File: src/rtl/riscv_wb_pkg.sv
// Shared types for the register-file writeback block: load funct3 encodings,
// writeback FSM states, load-queue entry layout and the load extraction helper.
package riscv_wb_pkg;

  localparam int WB_XLEN     = 32;
  localparam int WB_REG_AW   = 5;
  localparam int WB_LQ_DEPTH = 4;

  localparam logic [2:0] LD_LB  = 3'b000;
  localparam logic [2:0] LD_LH  = 3'b001;
  localparam logic [2:0] LD_LW  = 3'b010;
  localparam logic [2:0] LD_LBU = 3'b100;
  localparam logic [2:0] LD_LHU = 3'b101;

  typedef enum logic [1:0] {
    IDLE    = 2'd0,
    PENDING = 2'd1,
    DRAIN   = 2'd2
  } wb_state_t;

  typedef struct packed {
    logic [WB_REG_AW-1:0] rd;
    logic [2:0]           funct3;
    logic [1:0]           off;
  } lq_entry_t;

  // Pick the addressed byte/half out of the aligned word and extend it.
  // lw and any undefined funct3 return the word untouched.
  function automatic logic [WB_XLEN-1:0] load_extend(
    input logic [2:0]         funct3,
    input logic [1:0]         off,
    input logic [WB_XLEN-1:0] rdata
  );
    logic [7:0]  b8;
    logic [15:0] h16;
    case (off)
      2'd0:    b8 = rdata[7:0];
      2'd1:    b8 = rdata[15:8];
      2'd2:    b8 = rdata[23:16];
      default: b8 = rdata[31:24];
    endcase
    h16 = off[1] ? rdata[31:16] : rdata[15:0];
    case (funct3)
      LD_LB:   load_extend = {{(WB_XLEN-8){b8[7]}}, b8};
      LD_LH:   load_extend = {{(WB_XLEN-16){h16[15]}}, h16};
      LD_LBU:  load_extend = {{(WB_XLEN-8){1'b0}}, b8};
      LD_LHU:  load_extend = {{(WB_XLEN-16){1'b0}}, h16};
      default: load_extend = rdata;
    endcase
  endfunction

endpackage

File: src/rtl/wb_load_queue.sv
// In-order FIFO of outstanding load descriptors. clear wins over push/pop;
// push into a full queue and pop from an empty one are ignored.
module wb_load_queue
  import riscv_wb_pkg::*;
#(
  parameter int DEPTH = WB_LQ_DEPTH
) (
  input  logic                     clk,
  input  logic                     rst,
  input  logic                     push_i,
  input  lq_entry_t                push_data_i,
  input  logic                     pop_i,
  input  logic                     clear_i,
  output lq_entry_t                head_o,
  output logic [$clog2(DEPTH):0]   count_o
);

  localparam int AW = $clog2(DEPTH);
  localparam int CW = AW + 1;
  localparam logic [CW-1:0] DEPTH_C = CW'(DEPTH);
  localparam logic [CW-1:0] ONE_C   = CW'(1);

  lq_entry_t       mem_q [DEPTH];
  logic [AW-1:0]   wr_ptr_q, wr_ptr_d;
  logic [AW-1:0]   rd_ptr_q, rd_ptr_d;
  logic [CW-1:0]   count_q, count_d;
  logic            do_push, do_pop;

  assign do_push = push_i && (count_q != DEPTH_C) && !clear_i;
  assign do_pop  = pop_i  && (count_q != '0)      && !clear_i;

  always_comb begin
    wr_ptr_d = wr_ptr_q;
    rd_ptr_d = rd_ptr_q;
    count_d  = count_q;
    if (clear_i) begin
      wr_ptr_d = '0;
      rd_ptr_d = '0;
      count_d  = '0;
    end else begin
      if (do_push) wr_ptr_d = wr_ptr_q + 1'b1;
      if (do_pop)  rd_ptr_d = rd_ptr_q + 1'b1;
      case ({do_push, do_pop})
        2'b10:   count_d = count_q + ONE_C;
        2'b01:   count_d = count_q - ONE_C;
        default: count_d = count_q;
      endcase
    end
  end

  always_ff @(posedge clk or posedge rst) begin
    if (rst) begin
      wr_ptr_q <= '0;
      rd_ptr_q <= '0;
      count_q  <= '0;
    end else begin
      wr_ptr_q <= wr_ptr_d;
      rd_ptr_q <= rd_ptr_d;
      count_q  <= count_d;
    end
  end

  // Storage is not reset; count_q alone decides which slots are live.
  always_ff @(posedge clk) begin
    if (do_push) mem_q[wr_ptr_q] <= push_data_i;
  end

  assign head_o  = mem_q[rd_ptr_q];
  assign count_o = count_q;

endmodule

File: src/rtl/regfile_writeback.sv
// Register-file write port driver: merges ALU results with in-order load responses,
// tracks registers awaiting loads. Define WB_BYPASS_EN to add the fwd_* forwarding outputs.
module regfile_writeback
  import riscv_wb_pkg::*;
#(
  parameter int XLEN     = WB_XLEN,
  parameter int REG_AW   = WB_REG_AW,
  parameter int LQ_DEPTH = WB_LQ_DEPTH
) (
  input  logic                     clk,
  input  logic                     rst,
  input  logic                     alu_valid,
  output logic                     alu_ready,
  input  logic [REG_AW-1:0]        alu_rd,
  input  logic [XLEN-1:0]          alu_data,
  input  logic                     ld_issue,
  output logic                     ld_ready,
  input  logic [REG_AW-1:0]        ld_rd,
  input  logic [2:0]               ld_funct3,
  input  logic [1:0]               ld_off,
  input  logic                     mem_rvalid,
  input  logic [XLEN-1:0]          mem_rdata,
  input  logic                     flush,
  output logic                     reg_write,
  output logic [REG_AW-1:0]        write_reg,
  output logic [XLEN-1:0]          write_data,
  output logic [(1<<REG_AW)-1:0]   busy,
  output logic                     wb_err,
`ifdef WB_BYPASS_EN
  output logic                     fwd_valid,
  output logic [REG_AW-1:0]        fwd_rd,
  output logic [XLEN-1:0]          fwd_data,
`endif
  output wb_state_t                dbg_state
);

  localparam int CW = $clog2(LQ_DEPTH) + 1;
  localparam logic [CW-1:0] DEPTH_C = CW'(LQ_DEPTH);
  localparam logic [CW-1:0] ONE_C   = CW'(1);

  wb_state_t                 state_q, state_d;
  logic [CW-1:0]             drop_q, drop_d;
  logic [(1<<REG_AW)-1:0]    busy_q, busy_d;
  logic                      reg_write_q, reg_write_d;
  logic [REG_AW-1:0]         write_reg_q, write_reg_d;
  logic [XLEN-1:0]           write_data_q, write_data_d;
  logic                      wb_err_q, wb_err_d;

  lq_entry_t                 head;
  lq_entry_t                 push_entry;
  logic [CW-1:0]             count;
  logic                      retire, stray, drained, issue, flush_pend, alu_take;

  // Handshakes: a transfer happens on a cycle where valid (alu_valid / ld_issue)
  // and ready (alu_ready / ld_ready) are both high; the source holds its
  // payload stable until then. mem_rvalid has no ready and is always consumed.
  assign alu_ready  = !(mem_rvalid && (state_q != DRAIN));
  assign ld_ready   = (count < DEPTH_C) && !busy_q[ld_rd] && !flush && (state_q != DRAIN);

  assign retire     = mem_rvalid && (state_q == PENDING);
  assign stray      = mem_rvalid && (state_q == IDLE);
  assign drained    = mem_rvalid && (state_q == DRAIN);
  assign issue      = ld_issue && ld_ready;
  assign flush_pend = flush && (state_q == PENDING);
  assign alu_take   = alu_valid && alu_ready;

  assign push_entry = '{rd: ld_rd, funct3: ld_funct3, off: ld_off};

  wb_load_queue #(
    .DEPTH (LQ_DEPTH)
  ) u_lq (
    .clk         (clk),
    .rst         (rst),
    .push_i      (issue),
    .push_data_i (push_entry),
    .pop_i       (retire),
    .clear_i     (flush_pend),
    .head_o      (head),
    .count_o     (count)
  );

  always_comb begin
    state_d = state_q;
    drop_d  = drop_q;
    case (state_q)
      IDLE: begin
        if (issue) state_d = PENDING;
      end
      PENDING: begin
        if (flush_pend) begin
          // A response landing with the flush retires normally, so it is not dropped.
          drop_d  = count - CW'(retire);
          state_d = (drop_d == '0) ? IDLE : DRAIN;
        end else if (retire && (count == ONE_C) && !issue) begin
          state_d = IDLE;
        end
      end
      DRAIN: begin
        if (drained) begin
          drop_d = drop_q - ONE_C;
          if (drop_q == ONE_C) state_d = IDLE;
        end
      end
      default: state_d = IDLE;
    endcase
  end

  always_comb begin
    busy_d = busy_q;
    if (retire) busy_d[head.rd] = 1'b0;
    if (issue)  busy_d[ld_rd]   = 1'b1;
    if (flush_pend) busy_d = '0;
    busy_d[0] = 1'b0;
  end

  // Loads win the port; x0 targets are consumed without raising reg_write.
  always_comb begin
    reg_write_d  = 1'b0;
    write_reg_d  = write_reg_q;
    write_data_d = write_data_q;
    if (retire) begin
      reg_write_d  = (head.rd != '0);
      write_reg_d  = head.rd;
      write_data_d = load_extend(head.funct3, head.off, mem_rdata);
    end else if (alu_take) begin
      reg_write_d  = (alu_rd != '0);
      write_reg_d  = alu_rd;
      write_data_d = alu_data;
    end
    wb_err_d = wb_err_q | stray;
  end

  always_ff @(posedge clk or posedge rst) begin
    if (rst) begin
      state_q      <= IDLE;
      drop_q       <= '0;
      busy_q       <= '0;
      reg_write_q  <= 1'b0;
      write_reg_q  <= '0;
      write_data_q <= '0;
      wb_err_q     <= 1'b0;
    end else begin
      state_q      <= state_d;
      drop_q       <= drop_d;
      busy_q       <= busy_d;
      reg_write_q  <= reg_write_d;
      write_reg_q  <= write_reg_d;
      write_data_q <= write_data_d;
      wb_err_q     <= wb_err_d;
    end
  end

  assign reg_write  = reg_write_q;
  assign write_reg  = write_reg_q;
  assign write_data = write_data_q;
  assign busy       = busy_q;
  assign wb_err     = wb_err_q;
  assign dbg_state  = state_q;

`ifdef WB_BYPASS_EN
  assign fwd_valid = reg_write_d;
  assign fwd_rd    = write_reg_d;
  assign fwd_data  = write_data_d;
`endif

endmodule

File: config.mk
export PLATFORM = sky130hd
export DESIGN_NAME = regfile_writeback
export DESIGN_NICKNAME = d
export VERILOG_FILES = /design/src/rtl/riscv_wb_pkg.sv /design/src/rtl/wb_load_queue.sv /design/src/rtl/regfile_writeback.sv
export SDC_FILE = /design/constraint.sdc
export NUM_CORES = 1
export LEC_CHECK = 0
export ABC_AREA = 1
export CAP_MARGIN = 15
export CORE_MARGIN = 2
export CORE_UTILIZATION = 50
export CTS_CLUSTER_DIAMETER = 80
export CTS_CLUSTER_SIZE = 25
export DETAILED_ROUTE_END_ITERATION = 16
export DONT_BUFFER_PORTS = 1
export GPL_TIMING_DRIVEN = 1
export PLACE_DENSITY = 0.63
export SYNTH_ARGS = -nofsm -noshare
export SYNTH_HDL_FRONTEND = slang
export SYNTH_SLANG_ARGS = --single-unit
File: constraint.sdc
create_clock -name clk -period 4 [get_ports clk]
set_clock_uncertainty 0.15 [all_clocks]
set_input_delay 0.6 -clock clk [delete_from_list [all_inputs] [get_ports clk]]
set_output_delay 0.6 -clock clk [all_outputs]
set_load 0.02 [all_outputs]
### Word level (Yosys, flattened, before mapping)

Memory sizes are Yosys's and may differ from the RTL's.
Index checks and enable logic that the tools add are counted.

| storage, ports and cells | value |
|---|---|
| register bits after elaboration | 82 |
| bits in writable memories | 40 |
| input bits | 85 |
| output and inout bits | 75 |
| memories kept | 1 |

Memories:

| name | words | width | rd ports | clocked after memory_dff | write ports | RTL line | RTL |
|---|---|---|---|---|---|---|---|
| u_lq.mem_q | 4 | 10 | 1 | 0 | 1 | wb_load_queue.sv:23 | `lq_entry_t mem_q [DEPTH];` |

| operators by class | value |
|---|---|
| add/sub/neg operators | 6 |
| $lt $le $gt $ge | 5 |
| eq/ne operators | 18 |
| muxes and demuxes | 36 |
| bitwise logic cells | 4 |
| reduce and logical (&&, ||, !) cells | 37 |

Operators by type and width:

| cell | count |
|---|---|
| $mux 32 | 5 |
| $pmux 32 s4 | 1 |
| $and 32x32->32 | 1 |
| $not 32->32 | 1 |
| $or 32x32->32 | 1 |
| $pmux 8 s3 | 1 |
| $mux 2 | 10 |
| $logic_and 1x1->1 | 18 |
| $mux 16 | 1 |
| $lt 5x6->1 const B | 2 |
| $pmux 3 s2 | 2 |
| $demux 1 s5 | 2 |
| $ge 5x1->1 const B | 2 |
| $mux 5 | 2 |
| $reduce_bool 5->1 | 2 |
| $eq 3x1->1 const B | 3 |
| $mux 3 | 3 |
| $reduce_bool 2->1 | 4 |
| $mux 1 | 7 |
| $eq 2x1->1 const B | 3 |
| $eq 2x2->1 const B | 3 |
| $eq 3x3->1 const B | 2 |
| $logic_not 3->1 | 2 |
| $ne 2x2->1 const B | 3 |
| other kinds (16) | 25 |

### Longest topological paths before layout

Gate-level depths: netlist of the first run.

| logic depth | value |
|---|---|
| depth in word-level cells | 12 |
| mapped depth | 15 |
| depth with buffers taken out | 14 |

### Hierarchy

A second synthesis of the first run with hierarchy kept.

| second synthesis, totals | value |
|---|---|
| cell total of the unflattened synthesis | 851 |
| area, all modules | 6,716.4 um^2 |

By module, submodules not included:

| module | instances | cells each | area an instance (um^2) |
|---|---|---|---|
| regfile_writeback | 1 | 688 | 4,763.3 |
| wb_load_queue | 1 | 163 | 1,953.1 |

### Worst setup path after synthesis of the first run

Ideal clock, no wire load.

| timing path | value |
|---|---|
| path type | input port to flip-flop |
| start point | input ld_rd[0] |
| end point | memory u_lq.mem_q[0][0] (netlist bit), enable pin |
| data arrival time | 1.952 ns |
| required time | 3.474 ns |
| slack | 1.522 ns |
| cell stages on the path | 12 |
| buffers on the path | 3 |
| cell sequence | buf_6 > buf_6 > nand2_1 > nand2_1 > nand2_1 > nand2_1 > nand2_1 > nand2_1 > nor2_1 > nand4_1 > buf_4 > nor2_1 |

| on the way | value |
|---|---|
| word-level cells in the longest chain between the ends | 11 |

Ends and longest elaborated chain:

| what | RTL line | RTL |
|---|---|---|
| from (decl) | regfile_writeback.sv:18 | `input logic [REG_AW-1:0] ld_rd,` |
| $bmux 1 s5 | regfile_writeback.sv:58 | `assign ld_ready = (count < DEPTH_C) && !busy_q[ld_rd] && !flush && (state_q != DRAIN);` |
| $mux 1 (implied by the code) | regfile_writeback.sv:58 |  |
| $logic_not 1->1 | regfile_writeback.sv:58 |  |
| $logic_and 1x1->1 (3 in a row) | regfile_writeback.sv:58 |  |
| $logic_and 1x1->1 | regfile_writeback.sv:63 | `assign issue = ld_issue && ld_ready;` |
| $logic_and 1x1->1 (2 in a row) | wb_load_queue.sv:29 | `assign do_push = push_i && (count_q != DEPTH_C) && !clear_i;` |
| $mux 1 | wb_load_queue.sv:65 | `if (do_push) mem_q[wr_ptr_q] <= push_data_i;` |
| $mux 1 (implied by the code) | wb_load_queue.sv:65 |  |
| to (decl) | wb_load_queue.sv:23 |  |

Every way passes these cells. The select of a mux whose other input is x is not followed.

### Final worst setup path of the first run

| timing path | value |
|---|---|
| start point | register state_q[0] (netlist: dbg_state[0]) |
| end point | output ld_ready |

| on the way | value |
|---|---|
| word-level cells in the longest chain between the ends | 2 |

Ends and longest elaborated chain:

| what | RTL line | RTL |
|---|---|---|
| from (decl) | regfile_writeback.sv:41 | `wb_state_t state_q, state_d;` |
| from (signal assigned) | regfile_writeback.sv:143 | `state_q <= state_d;` |
| $ne 2x2->1 | regfile_writeback.sv:58 |  |
| $logic_and 1x1->1 | regfile_writeback.sv:58 |  |
| to (decl) | regfile_writeback.sv:17 | `output logic ld_ready,` |

Every way passes these cells.

==> impl_metrics.ini, run 1 <==
[floorplan]
boundaryPins = 160
die-area_um2 = 14590
initial_utilization_pct = 51.28
rows = 42
core_um2 = 13300
die_w_um = 120.8
die_h_um = 120.8

[global_routing]
grt_use_total_pct = 27.80
grt_max_degree = 60
grt_overflow = 0
grt_pass1_vias = 5772
grt_first_pass_wirelength_um = 31110
antenna_found_initial = 0

[pwr]
leakage_uw = 0.003492
cellPowerDensity_nw_per_um2 = 773.3
seqPwrFrac_pct = 36.7
switching_power_uw = 2592
p_int_uw = 3217
peakVddDrop_mv = 0.3106
clkPwrFrac_pct = 27.6
sw_frac_of_total_pct = 44.62
p_comb_share_pct = 35.7

[setup_path]
worstSetupStartpointType = flop
critPathCaptureType = output port
path_max_fanout = 34
crit_type = flop to output port
critical_path_arrival_ps = 2440
worst-endpoint-required_ps = 3250

[detailed_routing]
finalWirelength_um = 20040
ant_nets = 0
first_pass_iters = 5
remaining_drc_errors = 0
viasPerCell = 5.809
wl_per_cell_um = 19.16
vias = 6076
dr.first_iter.drc_count = 583

[layout]
largest_register_ffs = 40
design_area_um2 = 7512
area_delta_synth_final_pct = 10.19
drive_gt1_share_pct = 7.241
regMostFlops = u_lq.mem_q
n_antenna_cell = 0
nets = 954

[synthesis]
synthCells = 870
yosysWarnings = 0
synthesis.nets = 967
syn_area_per_cell_um2 = 7.837
netlist_area_um2 = 6818
yosysUniqueCellTypes = 36
ys_seq_area_share_pct = 47.72
synth-seq-cells = 122

[cts]
cts_tree = yes
postCtsSetupBuffers = 0
h-tree-depth = 4
cts_made_buffers = 17
cts.sinks = 122
insertion_delay_ps = 420
clockBufferDepth = 2
cts.clk_slew.worst_paths_ps = 60
cts_root_buf = clkbuf_16

[sta]
tns_ps = 0
hold_viol_final = 0
finalCritPeriodShare_pct = 79.64
min_period_ps = 3185
timing.fmax_ghz = 0.3139
setup_viol = 0
tightest_slew_ps = 881.3
finalMaxSlewViolations = 0
max-slew-margin-rel_pct = 41.11
rsz0062_at_grt = false

[place]
gp_congestion = 0.8765
placed_area_um2 = 6860
dp_hpwl_um = 14110
portBuffers = 0

[run]
maxCapViolations = 0

[run_status]
status = finished, final reports clean

[min_path]
hp-class = input port to flop
## stage by stage
stage / hold WS, ps / total power (µW) / setup WS (ps) / instances / util (%)
final: 120.8 / 5809 / 814.5 / 1046 / 56.50
after detailed placement: 394.3 / 4179 / 958.3 / 1012 / 51.60
after CTS: 107.3 / 5802 / 838.9 / 1044 / 56.28
after global routing: 100.1 / 6190 / 659.4 / 1046 / 56.50
after floorplan: 362.3 / 3682 / 1142 / 870 / -
after global placement: 388.2 / 4127 / 1072 / 1012 / 51.60
## worst max-delay path, stage by stage, from the launching register on
cell	delay, ps
dfrtp_1	480
inv_1	90
nand2_1	160
inv_1	130
nor3_1	230
and2_1	160
nand2_1	80
nor2_4	680
## final cells by class
type	count	area [µm²]
clock inverters	12	163.9
well taps	176	220.2
flip-flops and latches	122	3253
clock buffers	20	457.9
multi-input cells	626	3033
inverters	82	309.0
fillers	1250	5783
repair buffers	8	75.07
## routing by layer
layer | wire [µm] | up-vias | GRT usage, %
li1 | - | 2868 | -
met1 | 7876 | 2865 | 33.84
met2 | 9743 | 307 | 46.22
met3 | 2037 | 36 | 9.340
met4 | 380 | 0 | 9.593
met5 | 0 | - | 0
## power groups by stage
stage | sequential, µW | combinational, µW | clock [µW]
after floorplan | 2070 | 1610 | 0
after global placement | 2150 | 1980 | 0
after detailed placement | 2160 | 2020 | 0
after CTS | 2130 | 2040 | 1630
after global routing | 2170 | 2340 | 1680
final | 2130 | 2070 | 1610
## path summary, 6_finish.rpt
kind	from	endpoint	slack [ps]	cells past startpoint
worst max-delay path	dbg_state[0]	ld_ready	810	7
worst min-delay path	ld_funct3[1]	u_lq.mem_q[0][3]	120	0
worst max register to register	dbg_state[0]	u_lq.mem_q[2][0]	960	8
worst min register to register	drop_q[2]	drop_q[2]	400	2
max in group asynchronous	rst	busy[20]	2290	4
min in group asynchronous	rst	write_data[18]	500	2
## what timing repair did
| action | in CTS | in global routing |
|---|---|---|
| hold buffers | 0 | 1 |
| gates resized for setup | 0 | 0 |
| endpoints found under the hold margin | 0 | 24 |
| setup endpoints to repair | 0 | 0 |
## synth_stat cells (all sizes together)
| cell | n | area, µm² |
|---|---|---|
| nor3 | 21 | 125.1 |
| xnor2 | 1 | 8.760 |
| edfxtp | 40 | 1201 |
| inv | 82 | 307.8 |
| o21bai | 9 | 67.56 |
| o211ai | 3 | 22.52 |
| a31oi | 2 | 12.51 |
| xor2 | 2 | 17.52 |
| o21ai | 79 | 395.4 |
| nor2 | 51 | 209.0 |
| nand4 | 35 | 219.0 |
| buf | 20 | 151.4 |
| a22oi | 2 | 15.01 |
| conb | 1 | 3.750 |
| ha | 12 | 150.1 |
| o22ai | 1 | 6.260 |
| a211oi | 6 | 45.04 |
| dfrtp | 82 | 2052 |
| o21a | 21 | 157.7 |
| a221oi | 2 | 17.52 |
| nand2 | 289 | 1100 |
| clkbuf | 20 | 75.07 |
| a21oi | 59 | 295.3 |
| nand3 | 28 | 150.1 |
| nor4 | 1 | 6.260 |
| and2 | 1 | 6.260 |
## placed cells by master (no fill, tap or decap), drive strengths merged, types with 20 or more instances in the layout
cell    synthesis  routed
nor3           21      21
o21ai          79      79
nor2           51      51
a21oi          59      59
inv            82      83
nand3          28      28
edfxtp         40      40
dfrtp          82      82
nand2         289     289
clkbuf         20      20
nand4          35      35
o21a           21      21
## logic make-up (layout without fill, tap and decap cells)
family | after synthesis | in the layout | share of synthesized area [%]
buffers and inverters | 122 | 122 | 7.836
xor gates and xnor gates | 3 | 3 | 0.3855
other | 1 | 1 | 0.05500
DFF | 122 | 122 | 47.72
AOI/OAI and AO/OA | 184 | 184 | 15.18
and+or+nand+nor | 426 | 426 | 26.63
adders and majority gates | 12 | 12 | 2.202
(Power assumes the default switching activity.)
==> inputs of run 2 (changes only) <==
PLACE_DENSITY = 0.66   (was 0.63)
clock period = 2.8 ns   (was 4 ns; I/O delays follow)
==> run 2 against run 1 <==
Compared with the run above:
- clock-buffer cell count increased by 7
- first-iteration DRC count decreased by 13%
- combinational power increased by 44%
- global-route usage increased by 0.060 points
- critical path depth unchanged
- critical path type unchanged
- setup slack got worse by 690 ps
- largest power group unchanged
- final cell count increased by 2.0%
- sequential power increased by 44%
- design area increased by 0.82%
- wire length decreased by 0.77%
- via count increased by 1.5%
==> impl_metrics.ini, run 2 (synthesis gave the netlist of run 1 again) <==
[layout]
final_util_pct = 56.96
final_cell_mix = 283 x nand2_1, 81 x dfrtp_1, 73 x o21ai_0
design_area_um2 = 7574
n_antenna_cell = 0
area_delta_synth_final_pct = 11.08
largest_register_ffs = 40
drive_gt1_share_pct = 7.520
regMostFlops = u_lq.mem_q
nets = 975
final_common_cell = nand2_1

[setup_path]
crit_type = flop to output port
worst-endpoint-required_ps = 2230
path_max_fanout = 18
slowest_stage = dfrtp_1
worstPathCellList = nand2_1 -> inv_1 -> nor3_2 -> and2_1 -> nand2_1 -> nor2_4 -> buf_4
crit_path_frequent_cell = nand2_1
critical_path_arrival_ps = 2100
worstSetupStartpointType = flop
critPathCaptureType = output port
slowest_delay_ps = 470

[floorplan]
die-area_um2 = 14590
core_um2 = 13300
die_h_um = 120.8
die_w_um = 120.8
rows = 42
initial_utilization_pct = 51.28
boundaryPins = 160

[pwr]
peakVddDrop_mv = 0.4550
leakage_uw = 0.003534
cellPowerDensity_nw_per_um2 = 1042

[run]
maxCapViolations = 0

[detailed_routing]
dr.first_iter.drc_count = 509
viasPerCell = 5.778
ant_nets = 0
remaining_drc_errors = 0
vias = 6165
first_pass_iters = 6
finalWirelength_um = 19880
wl_per_cell_um = 18.63

[cts]
cts.sinks = 122
cts_tree = yes
cts_root_buf = clkbuf_16
postCtsSetupBuffers = 0
h-tree-depth = 4
clockBufferDepth = 2
cts.clk_slew.worst_paths_ps = 50
cts_made_buffers = 17
insertion_delay_ps = 420

[place]
gp_congestion = 0.9300
dp_hpwl_um = 14080
pre_cts_ws_ps = 220.3
portBuffers = 0
placed_area_um2 = 6963

[global_routing]
antenna_found_initial = 0
grt_overflow = 0
grt_use_total_pct = 27.86
grt_pass1_vias = 5987
grt_max_degree = 83
grt_first_pass_wirelength_um = 31460

[run_status]
status = finished, final reports clean

[min_path]
hp-class = input port to flop

[sta]
fin_ws_ps = 125.2
timing.fmax_ghz = 0.3739
max-slew-margin-rel_pct = 46.28
finalCritPeriodShare_pct = 95.53
setup_viol = 0
rsz0062_at_grt = false
tns_ps = 0
tightest_slew_ps = 802.9
finalMaxSlewViolations = 0
min_period_ps = 2675
hold_viol_final = 0
[run 2: cell count changes in the layout (fill, tap and decap cells not counted), moves of 2 or more]
cell | before | now
inv_6 | 2 | 0
clkinvlp_4 | 4 | 1
dlygate4sd3_1 | 1 | 11
clkinv_1 | 0 | 2
buf_4 | 6 | 17
clkinv_2 | 1 | 4
clkbuf_1 | 2 | 10
bufinv_16 | 3 | 0
clkinv_4 | 3 | 0
[run 2: report_power, final]
group	switching, µW	total, µW	internal, µW
sequential	770	3070	2300
combinational	2080	2980	894
clock	727	1840	1120
[run 2: timing repair]
item                       in CTS  in global routing
hold endpoints to repair      122                  0
hold buffers                   11                  0
gates resized for setup         1                  3
setup endpoints to repair       1                 25
[run 2: per-stage QoR]
step,hold slack [ps],cells,power (µW)
global route,7.127,1067,8449
CTS,1.447,1067,7896
finish,14.07,1067,7888
detailed placement,284.3,1024,6006
floorplan,362.3,870,5260
global placement,278.7,1024,5899
[run 2: metal layers]
| metal | up-vias | part of all wire, % | track usage [%] |
|---|---|---|---|
| li1 | 2904 | - | - |
| met1 | 2938 | 39 | 33.61 |
| met2 | 277 | 50 | 47.07 |
| met3 | 46 | 8.7 | 7.500 |
| met4 | 0 | 2.6 | 11.63 |
| met5 | - | 0 | 0 |
[run 2: layout make-up]
class                   count  area, µm²
flip-flops and latches    122       3254
repair buffers             29      257.7
well taps                 176      220.2
clock buffers              27      462.9
inverters                  82      312.8
fillers                  1241       5722
clock inverters             5      22.52
multi-input cells         626       3043
[run 2: path summary, 6_finish.rpt]
path	startpoint	to	slack (ps)	depth (start not counted)
max	dbg_state[1]	ld_ready	130	7
max reg2reg	dbg_state[1]	write_reg[1]	390	8
min	ld_issue	busy[13]	10	2
min in group asynchronous	rst	write_data[2]	410	3
max in group asynchronous	rst	u_lq.rd_ptr_q[0]	1730	3
min reg2reg	drop_q[2]	drop_q[2]	400	2
[run 2: critical path: cells and delay by family (launching register included)]
family                 cells  cell delay (ps)
AND/OR/NAND/NOR            5              800
flip-flops                 1              470
buffers and inverters      2              410
